`config.mk`:
```
export PLATFORM = sky130hd
export DESIGN_NAME = com_uart_trans_ctrl
export DESIGN_NICKNAME = d
export VERILOG_FILES = /design/src/rtl/com_uart_pkg.sv /design/src/rtl/com_uart_baud_tick.sv /design/src/rtl/com_uart_trans_ctrl.sv
export SDC_FILE = /design/constraint.sdc
export NUM_CORES = 1
export LEC_CHECK = 0
export ABC_AREA = 1
export CORE_AREA = 2 2 81 83
export DETAILED_ROUTE_END_ITERATION = 16
export DIE_AREA = 0 0 83 85
export HOLD_SLACK_MARGIN = 0.15
export MAX_ROUTING_LAYER = met4
export PLACE_DENSITY = 0.76
export SYNTH_ARGS = -nofsm -noshare
export SYNTH_HDL_FRONTEND = slang
export SYNTH_SLANG_ARGS = --single-unit
```
`constraint.sdc`:
```
create_clock -name clk -period 2.1 [get_ports clk]
set_input_delay 0.42 -clock clk [delete_from_list [all_inputs] [get_ports clk]]
set_output_delay 0.42 -clock clk [all_outputs]
set_load 0.05 [all_outputs]
```
`src/rtl/com_uart_pkg.sv`:
```
// Shared types for the UART transmit path: sequencer states and the
// baud-rate select encodes with their default bit periods.
package com_uart_pkg;

    typedef enum logic [2:0] {
        ST_IDLE   = 3'd0,
        ST_POP    = 3'd1,
        ST_START  = 3'd2,
        ST_DATA   = 3'd3,
        ST_PARITY = 3'd4,
        ST_STOP   = 3'd5
    } tx_state_e;

    typedef enum logic [2:0] {
        BAUD_4800     = 3'd0,
        BAUD_9600     = 3'd1,
        BAUD_19200    = 3'd2,
        BAUD_38400    = 3'd3,
        BAUD_57600    = 3'd4,
        BAUD_115200   = 3'd5,
        BAUD_UNIQUE_1 = 3'd6,
        BAUD_UNIQUE_2 = 3'd7
    } baud_sel_e;

    localparam int unsigned BAUD_REF_CLK_HZ = 32'd50_000_000;

    // Default bit_period for each select at the 50 MHz reference clock.
    function automatic logic [15:0] baud_default_period(input baud_sel_e sel);
        logic [15:0] period;
        case (sel)
            BAUD_4800:     period = 16'd10417;
            BAUD_9600:     period = 16'd5208;
            BAUD_19200:    period = 16'd2604;
            BAUD_38400:    period = 16'd1302;
            BAUD_57600:    period = 16'd868;
            BAUD_115200:   period = 16'd434;
            BAUD_UNIQUE_1: period = 16'd217;
            BAUD_UNIQUE_2: period = 16'd109;
            default:       period = 16'd434;
        endcase
        return period;
    endfunction

endpackage

```
`src/rtl/com_uart_baud_tick.sv`:
```
// Bit-time divider: latches the bit period at frame load and pulses
// bit_end on the last clock of every bit while enabled.
module com_uart_baud_tick #(
    parameter int DIV_WIDTH = 16
) (
    input  logic                 clk,
    input  logic                 rst,
    input  logic                 clear,
    input  logic                 enable,
    input  logic [DIV_WIDTH-1:0] bit_period,
    output logic                 bit_end
);

    localparam logic [DIV_WIDTH-1:0] MIN_PERIOD = DIV_WIDTH'(2);

    logic [DIV_WIDTH-1:0] period_q, period_d;
    logic [DIV_WIDTH-1:0] cnt_q, cnt_d;

    assign bit_end = enable && (cnt_q == (period_q - DIV_WIDTH'(1)));

    // Next period/count: clear reloads the period (floored at 2) and restarts the phase.
    always_comb begin
        period_d = period_q;
        cnt_d    = cnt_q;
        if (clear) begin
            if (bit_period < MIN_PERIOD) begin
                period_d = MIN_PERIOD;
            end else begin
                period_d = bit_period;
            end
            cnt_d = '0;
        end else if (enable) begin
            if (bit_end) begin
                cnt_d = '0;
            end else begin
                cnt_d = cnt_q + DIV_WIDTH'(1);
            end
        end else begin
            cnt_d = cnt_q;
        end
    end

    // Period latch and tick counter registers.
    always_ff @(posedge clk) begin
        if (rst) begin
            period_q <= MIN_PERIOD;
            cnt_q    <= '0;
        end else begin
            period_q <= period_d;
            cnt_q    <= cnt_d;
        end
    end

endmodule

```
`src/rtl/com_uart_trans_ctrl.sv`:
```
// UART transmit sequencer: pops one byte per frame from the TX FIFO and
// shifts start, data (LSB first), optional parity and stop bits onto tx.
module com_uart_trans_ctrl #(
    parameter int DATA_WIDTH = 8,
    parameter int DIV_WIDTH  = 16,
    parameter int PARITY_EN  = 0,
    parameter int PARITY_ODD = 0,
    parameter int STOP_BITS  = 1
) (
    input  logic                  clk,
    input  logic                  rst,
    input  logic [DIV_WIDTH-1:0]  bit_period,
    input  logic                  fifo_empty,
    input  logic [DATA_WIDTH-1:0] fifo_data,
    output logic                  fifo_rd_en,
    output logic                  tx,
    output logic                  ctrl_idle_state,
    output logic                  ctrl_stop_state,
    output logic                  tx_busy,
    output logic                  tx_complete
);

    import com_uart_pkg::*;

    localparam int IDX_W = (DATA_WIDTH > 1) ? $clog2(DATA_WIDTH) : 1;
    localparam logic [IDX_W-1:0] LAST_BIT  = IDX_W'(DATA_WIDTH - 1);
    localparam logic [IDX_W-1:0] STOP_LAST = IDX_W'(STOP_BITS - 1);
    localparam logic             PAR_INIT  = (PARITY_ODD != 0) ? 1'b1 : 1'b0;

    tx_state_e             state_q, state_d;
    logic [DATA_WIDTH-1:0] shift_q, shift_d;
    logic [IDX_W-1:0]      bit_idx_q, bit_idx_d;
    logic                  par_q, par_d;
    logic                  tx_q, tx_d;
    logic                  idle_q, idle_d;
    logic                  stop_q, stop_d;
    logic                  busy_q, busy_d;

    logic tick_clear_s;
    logic tick_en_s;
    logic bit_end_s;

    assign tick_clear_s = (state_q == ST_POP);
    assign tick_en_s    = (state_q == ST_START) || (state_q == ST_DATA) ||
                          (state_q == ST_PARITY) || (state_q == ST_STOP);

    com_uart_baud_tick #(
        .DIV_WIDTH (DIV_WIDTH)
    ) u_baud_tick (
        .clk        (clk),
        .rst        (rst),
        .clear      (tick_clear_s),
        .enable     (tick_en_s),
        .bit_period (bit_period),
        .bit_end    (bit_end_s)
    );

    // The pop strobe is qualified by rst so no byte is lost while reset is held.
    assign fifo_rd_en  = (state_q == ST_IDLE) && !fifo_empty && !rst;
    assign tx          = tx_q;
    assign ctrl_idle_state = idle_q;
    assign ctrl_stop_state = stop_q;
    assign tx_busy     = busy_q;
    assign tx_complete = fifo_empty && idle_q;

    // Next-state logic; tx_d is the level of the bit being entered.
    always_comb begin
        state_d   = state_q;
        shift_d   = shift_q;
        bit_idx_d = bit_idx_q;
        par_d     = par_q;
        tx_d      = tx_q;
        case (state_q)
            ST_IDLE: begin
                if (!fifo_empty) begin
                    state_d = ST_POP;
                end else begin
                    state_d = ST_IDLE;
                end
                tx_d = 1'b1;
            end
            ST_POP: begin
                state_d   = ST_START;
                shift_d   = fifo_data;
                par_d     = PAR_INIT;
                bit_idx_d = '0;
                tx_d      = 1'b0;
            end
            ST_START: begin
                if (bit_end_s) begin
                    state_d   = ST_DATA;
                    bit_idx_d = '0;
                    tx_d      = shift_q[0];
                end else begin
                    state_d = ST_START;
                end
            end
            ST_DATA: begin
                if (bit_end_s) begin
                    par_d   = par_q ^ shift_q[0];
                    shift_d = shift_q >> 1;
                    if (bit_idx_q == LAST_BIT) begin
                        bit_idx_d = '0;
                        if (PARITY_EN != 0) begin
                            state_d = ST_PARITY;
                            tx_d    = par_q ^ shift_q[0];
                        end else begin
                            state_d = ST_STOP;
                            tx_d    = 1'b1;
                        end
                    end else begin
                        bit_idx_d = bit_idx_q + IDX_W'(1);
                        tx_d      = shift_d[0];
                    end
                end else begin
                    state_d = ST_DATA;
                end
            end
            ST_PARITY: begin
                if (bit_end_s) begin
                    state_d   = ST_STOP;
                    bit_idx_d = '0;
                    tx_d      = 1'b1;
                end else begin
                    state_d = ST_PARITY;
                end
            end
            ST_STOP: begin
                // bit_idx counts stop bits here so 2-stop frames reuse the same tick.
                if (bit_end_s) begin
                    if (bit_idx_q == STOP_LAST) begin
                        state_d   = ST_IDLE;
                        bit_idx_d = '0;
                    end else begin
                        bit_idx_d = bit_idx_q + IDX_W'(1);
                    end
                end else begin
                    state_d = ST_STOP;
                end
                tx_d = 1'b1;
            end
            default: begin
                state_d   = ST_IDLE;
                bit_idx_d = '0;
                tx_d      = 1'b1;
            end
        endcase
        idle_d = (state_d == ST_IDLE);
        stop_d = (state_d == ST_STOP);
        busy_d = (state_d != ST_IDLE);
    end

    // Sequencer state, datapath and registered status outputs.
    always_ff @(posedge clk) begin
        if (rst) begin
            state_q   <= ST_IDLE;
            shift_q   <= '0;
            bit_idx_q <= '0;
            par_q     <= 1'b0;
            tx_q      <= 1'b1;
            idle_q    <= 1'b1;
            stop_q    <= 1'b0;
            busy_q    <= 1'b0;
        end else begin
            state_q   <= state_d;
            shift_q   <= shift_d;
            bit_idx_q <= bit_idx_d;
            par_q     <= par_d;
            tx_q      <= tx_d;
            idle_q    <= idle_d;
            stop_q    <= stop_d;
            busy_q    <= busy_d;
        end
    end

endmodule

```
### After elaboration in Yosys (flattened, before gate mapping)

Cells that the tools add are included.

* register bits: 50
* input port bits: 27
* output and inout port bits: 6

* muxes and demuxes: 23
* bitwise gates (word level): 1
* equal/unequal tests: 13
* $lt $le $gt $ge: 1
* reductions and logical operators: 19
* add/sub/neg operators: 3

Operator list (number)
* $mux 16: 2
* $mux 3: 9
* $pmux 3 s6: 1
* $add 16x1->16 const B: 1
* $eq 16x16->1: 1
* $lt 16x2->1 const B: 1
* $pmux 8 s2: 1
* $sub 16x1->16 const B: 1
* $eq 3x3->1 const B: 4
* $pmux 3 s4: 1
* $logic_not 3->1: 3
* $mux 8: 1
* $ne 2x2->1 const B: 4
* $mux 1: 7
* $eq 3x2->1 const B: 2
* $logic_and 1x1->1: 4
* $pmux 1 s4: 1
* $reduce_and 4->1: 1
* $reduce_or 2->1: 2
* $add 3x1->3 const B: 1
* $eq 3x1->1 const B: 1
* $logic_or 1x1->1: 3
* $reduce_and 3->1: 1
* $reduce_bool 3->1: 1
* other kinds (5): 6

### Longest topological paths before layout

* word-level depth: 8
* mapped depth: 18
* mapped depth without buffers: 18

### Modules after synthesis

Synthesis repeated with hierarchy kept, for this count alone.

* cell total of the unflattened synthesis: 478
* area total of the unflattened synthesis: 3143.0 um2

Modules (own cells, without submodules)
* com_uart_baud_tick: area each 2105.8 um2, seq. area each 640.6 um2, instances 1, cells each 318
* com_uart_trans_ctrl: area each 1037.2 um2, seq. area each 360.3 um2, instances 1, cells each 160

### Worst setup path before layout

Ideal clock, no wire load.

* path kind: input-to-output
* from: in rst
* to: out fifo_rd_en
* path slack: -0.024 ns
* data arrival time: 1.704 ns
* stages on the path: 2
* cells stage by stage: clkbuf_1 -> nor3_1

* longest elaborated chain between the ends: 2

Ends and longest elaborated chain
* from (decl): line com_uart_trans_ctrl.sv:11 `input logic rst,`
* $logic_not 1->1: line com_uart_trans_ctrl.sv:59 `assign fifo_rd_en = (state_q == ST_IDLE) && !fifo_empty && !rst;`
* $logic_and 1x1->1: line com_uart_trans_ctrl.sv:59
* to (decl): line com_uart_trans_ctrl.sv:15 `output logic fifo_rd_en,`

Every way passes these cells.

### Worst setup path after layout

* from: reg u_baud_tick.period_q[1]
* to: reg u_baud_tick.cnt_q[13]

* longest elaborated chain between the ends: 4

Ends and longest elaborated chain
* from (decl): line com_uart_baud_tick.sv:16 `logic [DIV_WIDTH-1:0] period_q, period_d;`
* from (signal assigned): line com_uart_baud_tick.sv:49 `period_q <= period_d;`
* $sub 16x1->16: line com_uart_baud_tick.sv:19 `assign bit_end = enable && (cnt_q == (period_q - DIV_WIDTH'(1)));`
* $eq 16x16->1: line com_uart_baud_tick.sv:19
* $logic_and 1x1->1: line com_uart_baud_tick.sv:19
* $mux 16: line com_uart_baud_tick.sv:33 `if (bit_end) begin`
* to (signal assigned): line com_uart_baud_tick.sv:50 `cnt_q <= cnt_d;`
* to (decl): line com_uart_baud_tick.sv:17 `logic [DIV_WIDTH-1:0] cnt_q, cnt_d;`

Every way passes these cells.
A chain may end at the register's enable or synchronous reset.

==> results.sh <==
export IMPL_status="finished with violations"
export IMPL_violations="setup timing"
export IMPL_min_path_type="reg -> reg"
export IMPL_num_rows=29
export IMPL_combPwrFrac=0.389
export IMPL_synthTopCellsByArea="dfxtp_1 33%, nand2_1 19%, inv_1 7.0%, nor2_1 5.6%, nand3_1 5.1%"
export IMPL_clock_sinks=50
export IMPL_worstPathRequired_ns=2.31
export IMPL_switching_share=0.378
export IMPL_ys_ff_latch=50
export IMPL_wirelength_mm=7.77
export IMPL_vias_per_cell=5.15
export IMPL_internal_power_mw=1.72
export IMPL_syn_nets=498
export IMPL_postLayoutCoreUtil=0.641
export IMPL_nets=553
export IMPL_antenna_found_initial=0
export IMPL_cts_tree="yes"
export IMPL_synth_ff_type="dfxtp_1"
export IMPL_initial_core_util=0.494
export IMPL_end_kind="flop"
export IMPL_grt_busiest_layer="met2"
export IMPL_syn_area_per_cell_um2=6.58
export IMPL_ys_types=36
export IMPL_synth_enable_flop_cells=0
export IMPL_async_flop_share=0
export IMPL_gp_congestion=0.889
export IMPL_ios=33
export IMPL_yosysTopAreaCell="dfxtp_1"
export IMPL_start_kind="flop"
export IMPL_whs_ns=0.473
export IMPL_synthCells=466
export IMPL_max_freq_mhz=463
export IMPL_criticalPathCategory="reg -> reg"
export IMPL_core_um2=6200
export IMPL_grt_setup_unrepaired="yes"
export IMPL_grt_ovfl_total=0
export IMPL_hpwl_mm=5.69
export IMPL_yosys_top_cells_count="155 x nand2_1, 57 x inv_1, 50 x dfxtp_1"
export IMPL_p_leak_nw=1.86
export IMPL_grt_pass1_vias=2962
export IMPL_setup_viol=7
export IMPL_die_w_um=83
export IMPL_min_period_over_period=1.03
export IMPL_die_h_um=85
export IMPL_syn_area_um2=3070
export IMPL_yosysMostFrequentCell="nand2_1"
export IMPL_final_hold_viol_count=0
export IMPL_drv_slew=0
export IMPL_grt_total_usage=0.225
export IMPL_layoutNonFillerInstCount=599
export IMPL_p_per_area_nw_per_um2=695
export IMPL_finClkSkew_ns=0.00546
export IMPL_total_power_mw=2.76
export IMPL_use_met3=0.0311
export IMPL_peakVddDrop_mv=0.584
export IMPL_post_drt_wl_per_cell_um=13.0
export IMPL_yosysWarnings=0
export IMPL_numCtsBuffers=5
export IMPL_clock_latency_ns=0.31
export IMPL_num_vias=3083
export IMPL_synth_top_area_frac=0.326
export IMPL_grt_util_met2=0.417
export IMPL_critical_path_arrival_ns=2.36
export IMPL_drt_pre_antenna_iters=4
export IMPL_seqPwrFrac=0.396
export IMPL_clkPwrFrac=0.215
export IMPL_grt_pass1_wl_mm=12.7
export IMPL_antenna_cells_inserted=0
export IMPL_drive_gt1_frac=0.220
export IMPL_drc=0
export IMPL_grt_max_degree=17
export IMPL_dieArea_um2=7060
export IMPL_ys_seq_area_frac=0.326
export IMPL_min_period_ns=2.16
export IMPL_grt_use_met1=0.239
export IMPL_power_switching_mw=1.04
export IMPL_clock_path_buffers=2
export IMPL_cts_root_buf="clkbuf_8"
export IMPL_h_tree_depth=2
export IMPL_drt_iter0_drc=183
export IMPL_worst_pin_slew_ns=0.611
export IMPL_place_inst=580
export IMPL_clkTransAtPathRegs_ns=0.09
export IMPL_path_max_fanout=6
export IMPL_fin_ws_ns=-0.0579
export IMPL_io_buffers=32
export IMPL_cap_violations=0
export IMPL_slew_headroom=0.592
export IMPL_area_growth_pct=29.6
export IMPL_ant_nets=0
-- final timing paths --
kind	startpoint	endpoint	slack, ns	cells past startpoint
setup reg to reg	u_baud_tick.period_q[1]	u_baud_tick.cnt_q[13]	-0.06	16
hold / removal	u_baud_tick.period_q[15]	u_baud_tick.period_q[15]	0.47	2
hold reg to reg	u_baud_tick.period_q[15]	u_baud_tick.period_q[15]	0.47	2
setup / recovery	u_baud_tick.period_q[1]	u_baud_tick.cnt_q[13]	-0.06	16
-- metal layers --
| layer | vias up | routed length (µm) |
|---|---|---|
| met5 | - | 0 |
| met4 | 0 | 153 |
| met3 | 14 | 306 |
| met2 | 79 | 4130 |
| met1 | 1422 | 3180 |
| li1 | 1568 | - |
-- sequential cells by signal (all words and copies together) (netlist names) --
signal / flops
ctrl_stop_state: 1
u_baud_tick.period_q: 16
shift_q: 8
u_baud_tick.cnt_q: 16
tx: 1
tx_busy: 1
state_q: 3
ctrl_idle_state: 1
bit_idx_q: 3
-- final cells by class --
class | instances | area [µm²]
clock buffer | 7 | 86.3
inverter | 61 | 233
sequential | 50 | 1000
clock inverter | 1 | 5.00
tap | 77 | 96.3
timing repair buffer | 55 | 538
fill | 529 | 2230
multi-input combinational | 348 | 2010
-- worst max-delay path, cell delays in order (launching register included) --
cell and delay (ns):
dfxtp_2 0.34, inv_2 0.05, ha_4 0.26, inv_2 0.03, nand2_2 0.06, nand2_2 0.05
nor2_2 0.11, nand2_1 0.08, nor2_1 0.08, nand2_1 0.07, nor2_2 0.10, nand2_2 0.10
nor2_8 0.14, nand2_8 0.12, nand2_8 0.10, clkinvlp_4 0.18, o221a_2 0.17
-- through the flow --
stage	area, µm²	TNS, ns	worst slack (ns)
after floorplan	3070	0	0.109
after global placement	3580	-0.211	-0.0512
after detailed placement	3580	-1.36	-0.136
after CTS	3740	-0.0386	-0.0193
after global routing	3980	-2.64	-0.172
final	3980	-0.251	-0.0579
-- cells in the final DEF, fill, tap and decap left out, drive strengths merged, types with 3 or more instances in the layout --
cell | Yosys | routed
nor3 | 11 | 11
dfxtp | 50 | 50
a21oi | 10 | 10
nor4 | 4 | 4
nand3b | 3 | 3
xnor2 | 6 | 6
nand3 | 34 | 34
nor2 | 65 | 65
nand4 | 6 | 6
clkbuf | 6 | 7
o21ai | 23 | 23
inv | 59 | 58
xor2 | 11 | 11
ha | 5 | 5
nand2 | 163 | 163
clkinv | 2 | 3
buf | 1 | 25
clkdlybuf4s50 | 0 | 30
-- power groups by stage --
stage	clock [mW]	sequential, mW	combinational (mW)
after floorplan	0	1.15	0.585
after global placement	0	1.11	0.886
after detailed placement	0	1.11	0.906
after CTS	0.608	1.09	0.945
after global routing	0.647	1.10	1.18
final	0.593	1.09	1.07
-- kinds of logic after synthesis --
logic type / share of synthesized area
compound gates: 0.0690
xor+xnor: 0.0486
fa+ha+maj: 0.0204
buf+inv: 0.0861
flops: 0.326
simple gates: 0.450
-- repair_timing --
action	in CTS	in global routing
hold buffers	0	0
pin swaps	3	24
endpoints found under the setup margin	23	34
cloned	0	0
gates resized for setup	17	44
buffers inserted	4	7
Note: power is estimated with default switching activity, not from simulation.
